## src/rtl/imm_gen_pipe.sv

```systemverilog
// Pipelined RISC-V immediate generator: decode in the accept cycle, result registered for the next cycle.
// Two-entry output skid (M, K) with a registered in_ready, so there is no combinational ready path.
module imm_gen_pipe #(
    parameter int XLEN  = 32,
    parameter int TAG_W = 32
) (
    input  logic             clk,
    input  logic             rst,
    input  logic             flush,
    input  logic             in_valid,
    output logic             in_ready,
    input  logic [31:0]      in_instr,
    input  logic [TAG_W-1:0] in_tag,
    output logic             out_valid,
    input  logic             out_ready,
    output logic [XLEN-1:0]  out_imm,
    output logic [2:0]       out_fmt,
    output logic [TAG_W-1:0] out_tag
);

    typedef enum logic [2:0] {
        FMT_NONE  = 3'd0,
        FMT_I     = 3'd1,
        FMT_S     = 3'd2,
        FMT_B     = 3'd3,
        FMT_U     = 3'd4,
        FMT_J     = 3'd5,
        FMT_SHAMT = 3'd6,
        FMT_ZIMM  = 3'd7
    } fmt_e;

    localparam logic [6:0] OP_LOAD     = 7'b0000011;
    localparam logic [6:0] OP_JALR     = 7'b1100111;
    localparam logic [6:0] OP_IMM      = 7'b0010011;
    localparam logic [6:0] OP_IMM_32   = 7'b0011011;
    localparam logic [6:0] OP_STORE    = 7'b0100011;
    localparam logic [6:0] OP_BRANCH   = 7'b1100011;
    localparam logic [6:0] OP_LUI      = 7'b0110111;
    localparam logic [6:0] OP_AUIPC    = 7'b0010111;
    localparam logic [6:0] OP_JAL      = 7'b1101111;
    localparam logic [6:0] OP_SYSTEM   = 7'b1110011;

    typedef struct packed {
        logic [XLEN-1:0]  imm;
        fmt_e             fmt;
        logic [TAG_W-1:0] tag;
    } entry_t;

    logic [6:0]  opc;
    logic [2:0]  f3;
    logic        sign;
    logic        f3_shift;
    logic [31:0] imm_i;
    logic [31:0] imm_s;
    logic [31:0] imm_b;
    logic [31:0] imm_u;
    logic [31:0] imm_j;
    logic [5:0]  shamt;
    logic [4:0]  zimm;
    fmt_e        dec_fmt;
    logic [31:0] dec_imm32;
    entry_t      dec_entry;

    assign opc      = in_instr[6:0];
    assign f3       = in_instr[14:12];
    assign sign     = in_instr[31];
    assign f3_shift = (f3 == 3'b001) || (f3 == 3'b101);

    assign imm_i = {{20{sign}}, in_instr[31:20]};
    assign imm_s = {{20{sign}}, in_instr[31:25], in_instr[11:7]};
    assign imm_b = {{19{sign}}, in_instr[31], in_instr[7], in_instr[30:25], in_instr[11:8], 1'b0};
    assign imm_u = {in_instr[31:12], 12'b0};
    assign imm_j = {{11{sign}}, in_instr[31], in_instr[19:12], in_instr[20], in_instr[30:21], 1'b0};
    // Bit 25 belongs to funct7 on RV32, so it only joins the shift amount on RV64.
    assign shamt = {(XLEN == 64) ? in_instr[25] : 1'b0, in_instr[24:20]};
    assign zimm  = in_instr[19:15];

    always_comb begin
        dec_fmt = FMT_NONE;
        case (opc)
            OP_LOAD, OP_JALR: dec_fmt = FMT_I;
            OP_IMM:           dec_fmt = f3_shift ? FMT_SHAMT : FMT_I;
            OP_IMM_32:        dec_fmt = (XLEN == 64) ? (f3_shift ? FMT_SHAMT : FMT_I) : FMT_NONE;
            OP_STORE:         dec_fmt = FMT_S;
            OP_BRANCH:        dec_fmt = FMT_B;
            OP_LUI, OP_AUIPC: dec_fmt = FMT_U;
            OP_JAL:           dec_fmt = FMT_J;
            OP_SYSTEM:        dec_fmt = f3[2] ? FMT_ZIMM : FMT_I;
            default:          dec_fmt = FMT_NONE;
        endcase
    end

    always_comb begin
        dec_imm32 = '0;
        case (dec_fmt)
            FMT_I:   dec_imm32 = imm_i;
            FMT_S:   dec_imm32 = imm_s;
            FMT_B:   dec_imm32 = imm_b;
            FMT_U:   dec_imm32 = imm_u;
            FMT_J:   dec_imm32 = imm_j;
            default: dec_imm32 = '0;
        endcase
    end

    always_comb begin
        dec_entry.fmt = dec_fmt;
        dec_entry.tag = in_tag;
        if (dec_fmt == FMT_SHAMT) begin
            dec_entry.imm = XLEN'(shamt);
        end else if (dec_fmt == FMT_ZIMM) begin
            dec_entry.imm = XLEN'(zimm);
        end else begin
            dec_entry.imm = XLEN'($signed(dec_imm32));
        end
    end

    logic   m_vld_q, m_vld_d;
    logic   k_vld_q, k_vld_d;
    logic   rdy_q, rdy_d;
    entry_t m_q, m_d;
    entry_t k_q, k_d;
    logic   accept;
    logic   consume;

    assign accept  = in_valid & rdy_q;
    assign consume = m_vld_q & out_ready;

    always_comb begin
        m_vld_d = m_vld_q;
        k_vld_d = k_vld_q;
        m_d     = m_q;
        k_d     = k_q;
        if (flush) begin
            m_vld_d = 1'b0;
            k_vld_d = 1'b0;
        end else if (consume && k_vld_q) begin
            m_d     = k_q;
            m_vld_d = 1'b1;
            k_vld_d = 1'b0;
        end else if (accept && (!m_vld_q || consume)) begin
            m_d     = dec_entry;
            m_vld_d = 1'b1;
        end else if (accept) begin
            k_d     = dec_entry;
            k_vld_d = 1'b1;
        end else if (consume) begin
            m_vld_d = 1'b0;
        end
        rdy_d = !k_vld_d;
    end

    always_ff @(posedge clk) begin
        if (rst) begin
            m_vld_q <= 1'b0;
            k_vld_q <= 1'b0;
            rdy_q   <= 1'b1;
            m_q     <= '0;
            k_q     <= '0;
        end else begin
            m_vld_q <= m_vld_d;
            k_vld_q <= k_vld_d;
            rdy_q   <= rdy_d;
            m_q     <= m_d;
            k_q     <= k_d;
        end
    end

    // A K->M move and a new accept can never coincide because in_ready tracks !K.valid.
    always_ff @(posedge clk) begin
        if (!rst) begin
            assert (!(accept && consume && k_vld_q));
            assert (rdy_q == !k_vld_q);
        end
    end

    assign in_ready  = rdy_q;
    assign out_valid = m_vld_q;
    assign out_imm   = m_q.imm;
    assign out_fmt   = m_q.fmt;
    assign out_tag   = m_q.tag;

endmodule

```

## config.mk

```make
export PLATFORM = sky130hd
export DESIGN_NAME = imm_gen_pipe
export DESIGN_NICKNAME = d
export VERILOG_FILES = /design/src/rtl/imm_gen_pipe.sv
export SDC_FILE = /design/constraint.sdc
export NUM_CORES = 1
export LEC_CHECK = 0
export ABC_CLOCK_PERIOD_IN_PS = 3000
export CORE_ASPECT_RATIO = 1.75
export CORE_MARGIN = 5
export CORE_UTILIZATION = 25
export DETAILED_ROUTE_END_ITERATION = 8
export GPL_ROUTABILITY_DRIVEN = 0
export PLACE_DENSITY_LB_ADDON = 0.08
export SLEW_MARGIN = 20
export SYNTH_ARGS = -nofsm -noshare
export SYNTH_HDL_FRONTEND = slang
export SYNTH_SLANG_ARGS = --single-unit
```

## constraint.sdc

```tcl
create_clock -name clk -period 3 [get_ports clk]
set_clock_uncertainty 0.1 [all_clocks]
set_input_delay 0.45 -clock clk [delete_from_list [all_inputs] [get_ports clk]]
set_output_delay 0.45 -clock clk [all_outputs]
set_load 0.005 [all_outputs]
```

# After elaboration in Yosys (flattened, before gate mapping)

Cells that the tools add are included.

Flip-flop bits (word level): 137
Input port bits: 69
Word-level logic and storage cells: 63

Equal/unequal tests: 19
Muxes and demuxes: 16
Bitwise operators: 5
Reductions and logical operators: 14

Operators with widths:

| kind                                                | number |
|---|---|
| case mux 32 bit (5 select lines)                    | 1 |
| 2-to-1 mux 67 bit                                   | 2 |
| 2-to-1 mux 32 bit                                   | 2 |
| equality test 7 bit, second input constant          | 4 |
| case mux 3 bit (7 select lines)                     | 1 |
| equality test 3 bit, second input constant          | 5 |
| equality test 7 x 5 -> 1 bit, second input constant | 2 |
| equality test 7 x 6 -> 1 bit, second input constant | 2 |
| 2-to-1 mux 1 bit                                    | 8 |
| equality test 7 x 2 -> 1 bit, second input constant | 1 |
| equality test 3 x 1 -> 1 bit, second input constant | 2 |
| equality test 3 x 2 -> 1 bit, second input constant | 2 |
| 2-to-1 mux 3 bit                                    | 2 |
| OR reduction 2 bit                                  | 3 |
| AND reduction 2 bit                                 | 2 |
| AND reduction 4 bit                                 | 1 |
| != test 3 x 1 -> 1 bit, second input constant       | 1 |
| inverter 1 bit                                      | 3 |
| nonzero test 3 bit                                  | 1 |
| AND 1 bit                                           | 2 |
| logical AND 1 bit                                   | 2 |
| zero test 1 bit                                     | 2 |
| logical OR 1 bit                                    | 2 |
| nonzero test 2 bit                                  | 1 |

# Depth between registers and ports, before layout

Depth in word-level cells: 10
Gate-level depth with buffers: 8
Gate-level depth less buffers: 5

# Least setup slack after synthesis

Ideal clock, no wire load.

Path type: input port to flip-flop
Start: in in_instr[6]
End: reg m_q (netlist bit out_imm[2])
Library setup time: 120 ps
Arrival: 2091 ps
Required time: 2780 ps
Setup slack: 690 ps
Stages on the path: 6
Path buffers: 1
Cells stage by stage: buf_6 > or4b_4 > a211oi_4 > nor4_2 > o211a_1 > o31a_1

Longest elaborated chain between the ends: 9
Elaborated cells on any way between the ends: 24
Those cells by class: eq/ne (16); mux (6); reduce/logical (2)

RTL lines:

| what                                                 | line | text |
|---|---|---|
| from (decl)                                          | 12   | `input logic [31:0] in_instr,` |
| equality test 7 x 6 -> 1 bit (tied with other cells) | 80   | `case (opc)` |
| OR reduction 2 bit                                   | 80   |  |
| case mux 3 bit (7 select lines) *                    | 80   |  |
| equality test 3 bit (tied with other cells)          | 95   | `case (dec_fmt)` |
| case mux 32 bit (5 select lines)                     | 95   |  |
| 2-to-1 mux 32 bit                                    | 110  | `end else if (dec_fmt == FMT_ZIMM) begin` |
| 2-to-1 mux 32 bit *                                  | 108  | `if (dec_fmt == FMT_SHAMT) begin` |
| 2-to-1 mux 67 bit *                                  | 140  | `end else if (accept && (!m_vld_q \|\| consume)) begin` |
| 2-to-1 mux 67 bit *                                  | 136  | `end else if (consume && k_vld_q) begin` |
| to (signal assigned)                                 | 163  | `m_q <= m_d;` |
| to (decl)                                            | 120  | `entry_t m_q, m_d;` |

Every way passes the cells marked *; elsewhere a longest branch is shown, timed or not. The select of a mux whose other input is x is not followed.
A chain may end at the register's enable or synchronous reset.

# Worst setup path in the final report

Start: in in_instr[2]
End: reg m_q (netlist bit out_imm[18])

Same word-level chain as after synthesis.

==> summary.md <==
| Metric | Value |
|---|---|
| CTS sink count | `137` |
| Switching Share | `23.7%` |
| Cells after DPL | `1151` |
| Overall power | `4.41 mW` |
| Leak | `~2.8 nW` |
| Initial antenna violation count | `0` |
| IO buf count | `137` |
| Clock root buffer master | `clkbuf_16` |
| Setup violators final | `0` |
| Yosys reg bits | `between 100 and 150` |
| Sequential share of power | `43.4%` |
| Fin. Hold Viols | `0` |
| Net Count, Synth | `814` |
| M1 wire length | `roughly 8100 um` |
| Vias/cell | `4.90` |
| Drt drc | `0` |
| Fin. max-slew vios | `0` |
| Die area | `roughly 0.027 sq mm` |
| First-pass iteration count of the detailed router | `5` |
| Reg2Reg Depth | `5` |
| Top Layer Used | `met4` |
| Tightest Pin Transition | `0.883 ns` |
| Met2 routed wirelength | `between 10000 and 15000 um` |
| CTS Hold Buffers Added | `0` |
| Post-synth top area share | `46.6%` |
| Adder-Cell Fraction of Synth Area | `0%` |
| YS warnings | `0` |
| Final Core Density | `35.3%` |
| Cell-internal power | `between 3 and 4 mW` |
| Hold Path End | `k_q[41]` |
| Placement Cell Area | `0.00764 sq mm` |
| CP Max Fanout | `8` |
| F_max | `0.399 GHz` |
| Syn avg cell area | `7.89 sq um` |
| Critical path required time | `3.21 ns` |
| Post-Synth Simple-Gate Area | `24.7%` |
| H-tree levels | `4` |
| Synth Flop Type | `dfxtp_1` |
| Boundary Pins | `138` |
| Share of cells above drive strength 1 | `8.76%` |
| Sw Pwr | `1.05 mW` |
| Post-CTS sizing | `0` |
| Leading cell types by count after synthesis | `nand2_1 (197), dfxtp_1 (137), nor2_1 (86), a21oi_1 (56), clkbuf_1 (55)` |
| Starting density of the core | `25.3%` |
| RSZ-0062 raised after global routing | `false` |
| Clock-pin transition on the worst setup and hold timing paths | `0.06 ns` |
| Fraction of synthesized area in multiplexers | `0.170%` |
| Post-synth cell types | `51` |
| Hold Crit Class | `register to register` |
| Top post-synthesis cells by area | `dfxtp_1 (47%), nand2_1 (13%), a311oi_1 (5.5%)` |
| Slew HR | `41.1%` |
| Met3 wire length | `916 um` |
| Die Y-Extent | `~210 um` |
| Number of global-route vias before repair | `5993` |
| Clock share of power | `46.2%` |
| Kind of critical path | `input port to register` |
| Syn Std Cell Area | `0.00588 sq mm` |
| Setup TNS | `0 ns` |
| Setup bufs post-CTS | `0` |
| Most common cell in the netlist | `nand2_1` |
| Footprint of the multi-input gates | `0.00289 sq mm` |
| Area Overhead vs Synth | `39.7%` |
| Average wire per standard cell | `17.0 um` |
| DR vias | `5793` |
| GRT Total Usage | `15.2%` |
| Post-Syn Instances | `about 750` |
| Reg2reg setup slack | `0.80 ns` |
| RR Startpoint | `out_valid` |
| Fillers | `2397` |
| Routed Antenna Nets | `0` |
| Final non-filler cell total | `1183` |
| Number of flops mapped to enable cells by yosys | `0` |
| Post-route cell area | `0.00821 sq mm` |
| Max_cap viols | `0` |
| Synth Area in Compound Gates | `23.7%` |
| Leading area contributor after synthesis | `dfxtp_1` |
| Hold path cells | `2` |
| R2R Path End | `k_q[28]` |
| Pwr dens | `roughly 540 mW/mm^2` |
| Register Area | `approximately 0.0027 sq mm` |
| CTS tree | `built` |
| CP Capture Type | `register` |
| Die X | `126 um` |
| Combinational share of power | `10.4%` |
| Crit share post-route | `83.5%` |
| Min-delay src | `k_q[41]` |
| CP Launch Type | `input port` |
| Crit path time final | `2.50 ns` |
| First-pass GRT wire length | `32100 um` |
| DP HPWL | `13900 um` |
| Antenna Cells | `0` |
| Total core area | `0.0232 sq mm` |
| Sequential-to-total area share from yosys stat | `between 40 and 50%` |
| Rows | `74` |
| Post-synth ARST share | `0%` |
| Clock Path Buffers | `2` |
| Final nets | `935` |
| CP arrival | `2.71 ns` |
| Clock Latency Late Sink | `0.42 ns` |
| Inserted Clock Buffers | `17` |
| Post-synthesis xor/xnor area fraction | `0%` |
| Largest family of logic cells by synthesized area | `simple AND/OR/NAND/NOR gates` |
| Remaining global-route overflow | `0` |
| WL final | `20100 um` |
| Largest net degree at the start of global routing | `80` |
| Max VDD drop | `roughly 0.30 mV` |
| Status | `finished clean` |
| DR iter-0 viols | `slightly below 300` |
layout make-up:
| type | instances | share of cell area [%] |
|---|---|---|
| Multi-Input combinational cell | 540 | 35.1 |
| Sequential cell | 137 | 33.4 |
| Timing Repair Buffer | 165 | 19.7 |
| Clock buffer | 25 | 6.15 |
| Tap cell | 304 | 4.63 |
| Clock inverter | 7 | 0.792 |
| Inverter | 5 | 0.228 |
routing by layer:
metal	up-vias	GRT usage, %
met1	2752	16.6
met3	37	3.73
li1	2850	-
met4	0	6.92
met2	154	27.6
met5	-	0
state kept, by name, summed over array words and instances (netlist names):
| name | cells |
|---|---|
| k_q | 67 |
| out_imm | 32 |
| out_tag | 32 |
| out_fmt | 3 |
| in_ready | 1 |
| k_vld_q | 1 |
| out_valid | 1 |
cells by family (layout without fill, tap and decap cells):
| group | Yosys count | count (layout) |
|---|---|---|
| buffers and inverters | 68 | 202 |
| AOI/OAI and AO/OA | 190 | 190 |
| and+or+nand+nor | 349 | 349 |
| muxes | 1 | 1 |
| DFF | 137 | 137 |
stage by stage:
stage          setup WS [ns]  hold slack, ns
2_1_floorplan          0.690           0.332
3_3_place_gp           0.106           0.338
3_5_place_dp          0.0332           0.345
4_1_cts                0.524           0.352
5_1_grt                0.277           0.367
6_report               0.496           0.352
power by group through the flow:
| stage | combinational, mW | sequential, mW | clock (mW) |
|---|---|---|---|
| after floorplan | 0.179 | 1.95 | 0 |
| after global placement | 0.461 | 1.95 | 0 |
| after detailed placement | 0.466 | 1.95 | 0 |
| after CTS | 0.468 | 1.91 | 2.11 |
| after global routing | 0.503 | 1.92 | 2.18 |
| final | 0.460 | 1.91 | 2.04 |
layout by cell type (no fill, tap or decap), types with 5 or more instances in the layout:
cell | synthesis | routed
nor2_1 | 86 | 86
clkbuf_8 | 0 | 5
o21ai_0 | 13 | 13
dfxtp_1 | 137 | 137
nand3_1 | 41 | 40
nor3_1 | 8 | 7
clkbuf_16 | 0 | 17
buf_4 | 2 | 26
a221oi_1 | 8 | 8
a21oi_1 | 56 | 56
clkdlybuf4s50_1 | 0 | 136
inv_1 | 5 | 5
a311oi_1 | 37 | 37
a21o_1 | 12 | 12
a211oi_1 | 30 | 30
nand2_1 | 197 | 197
worst max path at each step:
stage	from	end	slack, ns	cells after the start
after floorplan	in_instr[6]	out_imm[2]	0.69	6
after global placement	in_instr[5]	k_q[39]	0.11	7
after detailed placement	in_instr[2]	k_q[39]	0.03	6
after CTS	in_instr[2]	k_q[39]	0.52	6
after global routing	in_instr[2]	k_q[39]	0.28	6
final	in_instr[2]	out_imm[18]	0.50	6
worst max-delay path, stage by stage:
cell and delay [ns]:
clkdlybuf4s50_1 0.62, mux2i_1 0.26, nand3_1 0.14, a2111oi_2 0.68
a21oi_4 0.19, a221oi_1 0.37
No activity file was read; power rests on OpenSTA's default activity.
